<file path="src/rtl/register_transfer_sequencer.sv">
// Expands (source, destination) register-transfer commands into a DRIVE/LOAD/RELEASE
// sequence on the register control bus. Optional command FIFO: define SEQ_CMD_FIFO_EN.
module register_transfer_sequencer #(
  parameter int FIFO_DEPTH = 4
) (
  input  logic        clock_in,
  input  logic        reset_n_in,
  input  logic        cmd_valid_in,
  output logic        cmd_ready_out,
  input  logic [2:0]  cmd_src_in,
  input  logic [2:0]  cmd_dst_in,
  output logic [11:0] Register_Control_Bus,
  output logic        ext_drive_out,
  output logic        busy_out,
  output logic        done_out,
  output logic        err_out
);

  typedef enum logic [1:0] {IDLE, DRIVE, LOAD, RELEASE} state_t;

  localparam logic [2:0] SRC_EXT = 3'd6;

  state_t     state;
  logic [2:0] src_q;
  logic [2:0] dst_q;
  logic       accept;
  logic       illegal;
  logic       start;
  logic [2:0] start_src;
  logic [2:0] start_dst;

  assign accept  = cmd_valid_in && cmd_ready_out;
  assign illegal = (cmd_src_in == 3'd7) || (cmd_dst_in[2:1] == 2'b11);

  function automatic logic [11:0] oe_bits(input logic [2:0] s);
    oe_bits = '0;
    if (s < SRC_EXT) oe_bits[4'd6 + {1'b0, s}] = 1'b1;
  endfunction

  function automatic logic [11:0] load_bits(input logic [2:0] d);
    load_bits = '0;
    if (d < 3'd6) load_bits[d] = 1'b1;
  endfunction

`ifdef SEQ_CMD_FIFO_EN
  localparam int AW = $clog2(FIFO_DEPTH);

  logic [5:0]    mem [FIFO_DEPTH];
  logic [AW-1:0] wr_ptr;
  logic [AW-1:0] rd_ptr;
  logic [AW:0]   count;
  logic [AW:0]   occupancy;
  logic          staged;
  logic [2:0]    stage_src;
  logic [2:0]    stage_dst;
  logic          full;
  logic          empty;
  logic          push;
  logic          pop;

  // The stage register is the FIFO's output slot, so it counts toward occupancy.
  assign occupancy     = count + {{AW{1'b0}}, staged};
  assign full          = (occupancy == (AW + 1)'(FIFO_DEPTH));
  assign empty         = (count == '0);
  assign start         = staged && (state == IDLE);
  assign pop           = !empty && (!staged || start);
  assign cmd_ready_out = !full || start;
  assign push          = accept && !illegal;
  assign start_src     = stage_src;
  assign start_dst     = stage_dst;

  always_ff @(posedge clock_in) begin
    if (push) mem[wr_ptr] <= {cmd_src_in, cmd_dst_in};
  end

  always_ff @(posedge clock_in or negedge reset_n_in) begin
    if (!reset_n_in) begin
      wr_ptr    <= '0;
      rd_ptr    <= '0;
      count     <= '0;
      staged    <= 1'b0;
      stage_src <= '0;
      stage_dst <= '0;
    end else begin
      if (push) wr_ptr <= wr_ptr + 1'b1;
      if (pop) begin
        {stage_src, stage_dst} <= mem[rd_ptr];
        rd_ptr <= rd_ptr + 1'b1;
        staged <= 1'b1;
      end else if (start) begin
        staged <= 1'b0;
      end
      count <= count + {{AW{1'b0}}, push} - {{AW{1'b0}}, pop};
    end
  end
`else
  assign start         = accept && !illegal;
  assign start_src     = cmd_src_in;
  assign start_dst     = cmd_dst_in;
  assign cmd_ready_out = (state == IDLE);
`endif

  always_ff @(posedge clock_in or negedge reset_n_in) begin
    if (!reset_n_in) begin
      state                <= IDLE;
      src_q                <= '0;
      dst_q                <= '0;
      Register_Control_Bus <= '0;
      ext_drive_out        <= 1'b0;
      busy_out             <= 1'b0;
      done_out             <= 1'b0;
      err_out              <= 1'b0;
    end else begin
      done_out <= 1'b0;
      err_out  <= accept && illegal;
      unique case (state)
        IDLE: begin
          if (start) begin
            src_q                <= start_src;
            dst_q                <= start_dst;
            state                <= DRIVE;
            busy_out             <= 1'b1;
            Register_Control_Bus <= oe_bits(start_src);
            ext_drive_out        <= (start_src == SRC_EXT);
          end
        end
        // Source keeps driving while the destination load enable spans the falling edge.
        DRIVE: begin
          state                <= LOAD;
          Register_Control_Bus <= oe_bits(src_q) | load_bits(dst_q);
        end
        LOAD: begin
          state                <= RELEASE;
          Register_Control_Bus <= '0;
          ext_drive_out        <= 1'b0;
          done_out             <= 1'b1;
        end
        RELEASE: begin
          state    <= IDLE;
          busy_out <= 1'b0;
        end
        default: state <= IDLE;
      endcase
    end
  end

endmodule

</file>
<file path="config.mk">
export PLATFORM = sky130hd
export DESIGN_NAME = register_transfer_sequencer
export DESIGN_NICKNAME = d
export VERILOG_FILES = /design/src/rtl/register_transfer_sequencer.sv
export SDC_FILE = /design/constraint.sdc
export NUM_CORES = 1
export LEC_CHECK = 0
export ABC_AREA = 1
export CORE_MARGIN = 4
export CORE_UTILIZATION = 45
export CTS_CLUSTER_SIZE = 40
export DETAILED_ROUTE_END_ITERATION = 8
export PLACE_DENSITY = 0.71
export SETUP_SLACK_MARGIN = 0.02
export SLEW_MARGIN = 40
export SYNTH_ARGS = -nofsm -noshare
export SYNTH_HDL_FRONTEND = slang
export SYNTH_SLANG_ARGS = --single-unit
</file>
<file path="constraint.sdc">
create_clock -name clock_in -period 3.84 [get_ports clock_in]
set_clock_uncertainty 0.05 [all_clocks]
set_input_delay 0.384 -clock clock_in [delete_from_list [all_inputs] [get_ports clock_in]]
set_output_delay 0.384 -clock clock_in [all_outputs]
set_load 0.01 [all_outputs]
</file>
-- Word level (Yosys, flattened, before mapping)
Index checks and enable logic that the tools add are counted.
- add/subtract/negate cells: 2
- shift-type cells: 0
- div/mod/pow operators: 0
- multiplexer cells: 20
- bitwise operators: 1
- $lt $le $gt $ge: 9
- multipliers: 0
- equal/unequal tests: 7
- reductions and logical operators: 16
- operators by type and width (kind ; number):
    12-bit two-way mux ; 5
    12-bit case mux with 3 select lines ; 1
    12-bit OR ; 1
    4-bit by 5-bit less-than comparator with 1-bit output, second input constant ; 2
    3-bit less-than comparator, second input constant ; 3
    3-bit by 3-bit adder with 4-bit output, first input constant ; 2
    1-bit demux with 4-bit select ; 2
    4-bit by 1-bit greater-or-equal comparator with 1-bit output, second input constant ; 2
    8-bit two-way mux ; 1
    2-bit case mux with 4 select lines ; 1
    2-bit AND reduction ; 4
    2-bit equality test, second input constant ; 3
    3-bit equality test, second input constant ; 2
    1-bit logical AND ; 6
    1-bit two-way mux ; 6
    3-bit by 5-bit less-than comparator with 1-bit output, second input constant ; 1
    1-bit case mux with 2 select lines ; 2
    2-bit nonzero test ; 2
    1-bit demux with 3-bit select ; 1
    3-bit by 1-bit greater-or-equal comparator with 1-bit output, second input constant ; 1
    3-bit nonzero test ; 1
    2-bit by 1-bit equality test with 1-bit output, second input constant ; 1
    2-bit logical NOT ; 1
    2-bit two-way mux ; 1
    other kinds (3) ; 3
- memories kept: 0
- bits in writable memories: 0
- register bits: 24
- latch bits: 0
- memory bits (read-only): 0
- output and inout port bits: 17
- word-level logic and storage cells: 63

-- Depth between registers and ports, before layout
Gate-level depths: netlist of the first run.
- depth after elaboration: 9
- mapped depth: 10
- mapped depth without buffers: 10

-- Worst setup path before layout of the first run
Ideal clock, no wire load.
- kind: reg2reg
- from: register state[0]
- to: register Register_Control_Bus[0]
- slack: 2.141 ns
- data arrival time: 1.533 ns
- cell stages (with the launch flop): 10
- data required time: 3.673 ns
- path through: dfrtp_1 > inv_1 > ha_1 > nand2_1 > nand3b_4 > nand2_1 > nand2_1 > buf_4 > nand2_1 > nand2_1
- longest elaborated chain between the ends: 5
- elaborated cells on any way between the ends: 9
- RTL lines (element ; RTL line ; RTL):
    from (decl) ; 23 ; state_t state;
    from (signal assigned) ; 105 ; state <= IDLE;
    from (signal assigned) ; 121 ; state <= DRIVE;
    from (signal assigned) ; 129 ; state <= LOAD;
    2-bit logical NOT (*) ; 100 ; assign cmd_ready_out = (state == IDLE);
    net cmd_ready_out ; 9 ; output logic cmd_ready_out,
    1-bit logical AND ; 32 ; assign accept = cmd_valid_in && cmd_ready_out;
    1-bit logical AND ; 97 ; assign start = accept && !illegal;
    2-bit by 1-bit inequality test with 1-bit output (no line) ; -- ;
    2-bit AND reduction (no line) ; -- ;
    to (signal assigned) ; 123 ; Register_Control_Bus <= oe_bits(start_src);
    to (signal assigned) ; 130 ; Register_Control_Bus <= oe_bits(src_q) | load_bits(dst_q);
    to (decl) ; 12 ; output logic [11:0] Register_Control_Bus,
Mark *: on every way through the listed nets, which the timed path passes. The rest lies on a longest branch.
A chain may end at the register's enable or synchronous reset.

-- Worst setup path after layout of the first run
- from: register state[0]
- to: output cmd_ready_out
- longest elaborated chain between the ends: 1
- RTL lines (element ; RTL line):
    2-bit logical NOT ; 100
    to (decl) ; 9
No other way between the ends.

==> results.ini, run 1 <==
[setup_path]
startpoint_type=flop
crit_fanout=5
r2r-end=Register_Control_Bus[2]
rr_startpoint=state[0]
endpoint_kind=output pin
path_class=flop to output pin
cp_data_required_time_ns=3.41
reg2reg_depth=7
reg2reg_slack_ns=1.86
arrival_ns=1.69

[grt]
overflow=0
first_global_vias=1225
grt_pass1_wl_microns=5616
grt_max_degree=25
track_usage_pct=17.87
grt_use_met2_pct=30.30
grt_busiest_layer=met2
met3_usage_pct=3.375
met1_usage_pct=22.82
antenna_found_initial=0

[clock_network]
clock_path_buffers=2
hold_buffers=1
cts_num_sinks=24
htree_levels=1
clk_pin_slew_ns=0.13
cts-root-buf=clkbuf_4
cts_tree=built
clock_latency_ns=0.31
cts_resized=0
cts_setup_buffers=0
cts_buffers=3

[cells_and_area]
final_nets=231
register_area_sq_um=600.6
nFillCells=276
antennaDiodeCount=0
finish.instance_area_sq_um=1685
multi_input_area_sq_um=683.2
mostFrequentLayoutCells=nand2_1, dfrtp_1, clkdlybuf4s50_1
syn_to_final_growth_pct=23.35
final_common_cell=nand2_1
drive_above_1_share_pct=3.302

[synth]
synth_warnings=0
synth.cell_area_sq_um=1366
syn_avg_cell_area_sq_um=7.426
synthesis.instances=184
synth.distinct_cells=13
synth_seq_cells=24
synth_area_leaders=dfrtp_1, nand2_1, ha_1
synth_largest_area_cell=dfrtp_1
synth_top_area_share_pct=43.96
yosysSeqAreaShare_pct=43.96
postSynthNetCount=202

[timing]
setup_violations=0
period_needed_ns=2.120
relSlewSlack_pct=52.52
fmax_ghz=0.4717
hold_viol=0
rsz0062_at_grt=no
period_share_pct=55.21
totalNegativeSetupSlack_ns=0
drv_slew=0
tightest_slew_ns=0.7107

[placement]
place_area_sq_um=1635
place.gp.congestion=0.8794
port_buffers=25
dp_hpwl_microns=2504

[routing]
vias=1236
vias_per_cell=5.086
firstDrtPassIters=4
drt_iter0_markers=38
drc=0
route.antenna.remaining_nets=0
wl_per_cell_microns=12.72
wirelength_microns=3091

[floorplan]
row_count=19
io_pins=26
fp.coreArea_sq_um=2829
die_h_microns=63.10
dieArea_sq_um=3982
dieWidth_microns=63.10
initial_core_util_pct=48.30

[worst_hold_path]
hold_depth=2
min_to=Register_Control_Bus[9]
worst_hold_startpoint=Register_Control_Bus[9]
hold_class=flop to flop

[power]
powerDensity_nw_per_um2=677.7
p_leak_nw=0.9028
max-vdd-ir-drop_v=0.0004265

[run_status]
outcome=complete, no violations

[flow_run]
maxCapViolations=0

power breakdown:
| group | leakage, nW | switching [mW] | internal (mW) | total (mW) |
|---|---|---|---|---|
| combinational | 0.565 | 0.354 | 0.242 | 0.596 |
| sequential | 0.316 | 0.0677 | 0.347 | 0.415 |
| clock | 0.0210 | 0.0737 | 0.0579 | 0.132 |
| total | 0.903 | 0.495 | 0.647 | 1.14 |
cells in the mapped netlist:
cell type	count
a21boi_0	1
a21oi_1	3
a2bb2oi_1	1
buf_4	2
dfrtp_1	24
ha_1	9
inv_1	19
nand2_1	79
nand3_1	21
nand3b_4	1
nor2_1	9
nor3b_1	2
o21ai_0	13
area by class of cell:
class                           instances  share of cell area (%)
Clock buffer                            4                   2.153
Timing Repair Buffer                   26                   15.14
Tap cell                               31                   2.301
Inverter                               19                   4.232
Sequential cell                        24                   35.63
Multi-Input combinational cell        139                   40.53
flip-flops by register name, indices dropped and copies added, names as in the netlist:
signal                flops
Register_Control_Bus     12
dst_q                     3
src_q                     3
state                     2
busy_out                  1
done_out                  1
err_out                   1
ext_drive_out             1
routing by layer:
| layer | part of all wire (%) | vias up |
|---|---|---|
| li1 | - | 638 |
| met1 | 47 | 560 |
| met2 | 48 | 34 |
| met3 | 4.3 | 4 |
| met4 | 1.0 | 0 |
| met5 | 0 | - |
logic make-up after synthesis:
kind of cell               synth area share, %
buffers and inverters                    6.318
AOI/OAI and AO/OA                        7.051
DFF                                      43.96
adders and majority gates                8.242
and+or+nand+nor                          34.43
worst max-delay path by stage:
stage	from	endpoint	slack [ns]	cells after the start
2_1_floorplan	state[0]	Register_Control_Bus[0]	2.14	9
3_3_place_gp	cmd_src_in[1]	Register_Control_Bus[0]	1.49	8
3_5_place_dp	cmd_src_in[1]	Register_Control_Bus[8]	1.49	8
4_1_cts	state[0]	Register_Control_Bus[1]	1.68	7
5_1_grt	state[0]	Register_Control_Bus[1]	1.56	7
6_report	state[0]	cmd_ready_out	1.72	3
metrics by stage:
stage | total power, mW | utilization, % | hold WS, ns | setup slack [ns] | std cells
CTS | 1.153 | 59.44 | 0.4485 | 1.676 | 243
detailed placement | 1.017 | 57.81 | 0.3487 | 1.491 | 238
global placement | 1.003 | 57.98 | 0.4135 | 1.494 | 238
finish | 1.142 | 59.58 | 0.4418 | 1.720 | 243
floorplan | 0.8002 | - | 0.03841 | 2.141 | 184
global route | 1.273 | 59.58 | 0.4691 | 1.565 | 243
worst max-delay path, stage by stage, from the launching register on:
cell and delay, ns:
dfrtp_1 0.43, inv_1 0.12, ha_1 0.26, clkdlybuf4s50_1 0.57
Note: power is estimated with default switching activity, not from simulation.
==> run 2, diff against run 1 <==
PLACE_DENSITY = 0.73   (was 0.71)
clock period = 1.9 ns   (was 3.84 ns; I/O delays follow)
==> results.ini, run 2 (synthesis gave the netlist of run 1 again) <==
[floorplan]
initial_core_util_pct=48.30
io_pins=26
die_h_microns=63.10
dieWidth_microns=63.10
fp.coreArea_sq_um=2829
dieArea_sq_um=3982
row_count=19

[routing]
wirelength_microns=3365
route.antenna.remaining_nets=0
wl_per_cell_microns=13.30
drc=0
vias=1319
firstDrtPassIters=6
drt_iter0_markers=59
vias_per_cell=5.213

[grt]
track_usage_pct=18.15
overflow=0
grt_pass1_wl_microns=5816
grt_max_degree=25
antenna_found_initial=0
first_global_vias=1307

[power]
powerDensity_nw_per_um2=1436
combPwrFrac_pct=53.4
p_leak_nw=0.9628
max-vdd-ir-drop_v=0.0009000
p_switching_mw=1.080
total_power_mw=2.571
clkPwrFrac_pct=14.4
p_int_mw=1.492
swShare_pct=41.98
seqPwrFrac_pct=32.2

[cells_and_area]
largest_reg_flops=12
mostFrequentLayoutCells=nand2_1, dfrtp_1, clkdlybuf4s50_1
syn_to_final_growth_pct=31.04
top_register=Register_Control_Bus
multi_input_area_sq_um=695.7
top_regs=Register_Control_Bus: 12 flops, dst_q: 3 flops, src_q: 3 flops
drive_above_1_share_pct=9.009
final_core_util_pct=63.29
nFillCells=257
instances_no_fill=253
final_common_cell=nand2_1
final_nets=241
antennaDiodeCount=0
finish.instance_area_sq_um=1790
register_area_sq_um=600.6

[run_status]
outcome=complete, no violations

[setup_path]
arrival_ns=1.47
startpoint_type=flop
crit_fanout=4
endpoint_kind=output pin
cp_data_required_time_ns=1.66
path_class=flop to output pin

[clock_network]
hold_buffers=0
cts-root-buf=clkbuf_4
cts_num_sinks=24
htree_levels=1
cts_tree=built
clk_pin_slew_ns=0.13
clock_path_buffers=2
cts_buffers=3
clock_latency_ns=0.31

[timing]
period_share_pct=89.88
hold_viol=0
rsz0062_at_grt=no
drv_slew=0
relSlewSlack_pct=77.24
tightest_slew_ns=0.3402
fmax_ghz=0.5856
period_needed_ns=1.708
setup_violations=0
totalNegativeSetupSlack_ns=0
setup_slack_ns=0.1923
fin_hold_ws_ns=0.1603

[worst_hold_path]
hold_class=primary input to async pin

[placement]
place.gp.congestion=0.8266
dp_hpwl_microns=2607
dp_slack_ns=-0.07014
port_buffers=25
place_inst=247
place_area_sq_um=1708

[flow_run]
maxCapViolations=0

[run 2: power groups by stage]
stage | sequential [mW] | clock, mW | combinational [mW]
floorplan | 0.882 | 0 | 0.735
global placement | 0.828 | 0 | 1.26
detailed placement | 0.844 | 0 | 1.29
CTS | 0.824 | 0.381 | 1.34
global route | 0.855 | 0.407 | 1.54
finish | 0.827 | 0.371 | 1.37
[run 2: area by class of cell]
type | count | share of cell area, %
repair buffers | 36 | 18.52
flip-flops and latches | 24 | 33.54
inverters | 19 | 3.983
clock buffers | 3 | 1.258
clock inverters | 1 | 1.677
well taps | 31 | 2.166
multi-input cells | 139 | 38.85
[run 2: per-layer routing]
layer  up-vias  part of all wire (%)  GRT usage (%)
met3         4                   5.5          3.375
li1        657                     -              -
met1       610                    46          22.30
met5         -                     0              0
met2        48                    48          31.75
met4         0                  0.80          6.061
[run 2: final timing paths]
kind | end | cells after the start | start | slack (ns)
hold / removal | Register_Control_Bus[8] | 2 | reset_n_in | 0.16
max in group asynchronous | src_q[0] | 2 | reset_n_in | 1.40
setup / recovery | cmd_ready_out | 4 | state[1] | 0.19
hold reg to reg | Register_Control_Bus[9] | 2 | Register_Control_Bus[9] | 0.44
setup reg to reg | Register_Control_Bus[1] | 8 | state[1] | 0.22
min in group clock_in | dst_q[0] | 3 | cmd_dst_in[0] | 0.36
[run 2: critical path: stages, from the launching register on]
cell	delay [ns]
dfrtp_1	0.42
inv_1	0.13
ha_1	0.19
buf_4	0.14
dlygate4sd2_1	0.27
[run 2: repair_timing]
item	4_1_cts	5_1_grt
hold endpoints to repair	0	0
setup endpoints to repair	13	12
pin swaps	0	0
resized for setup	3	3
buffers inserted	2	0
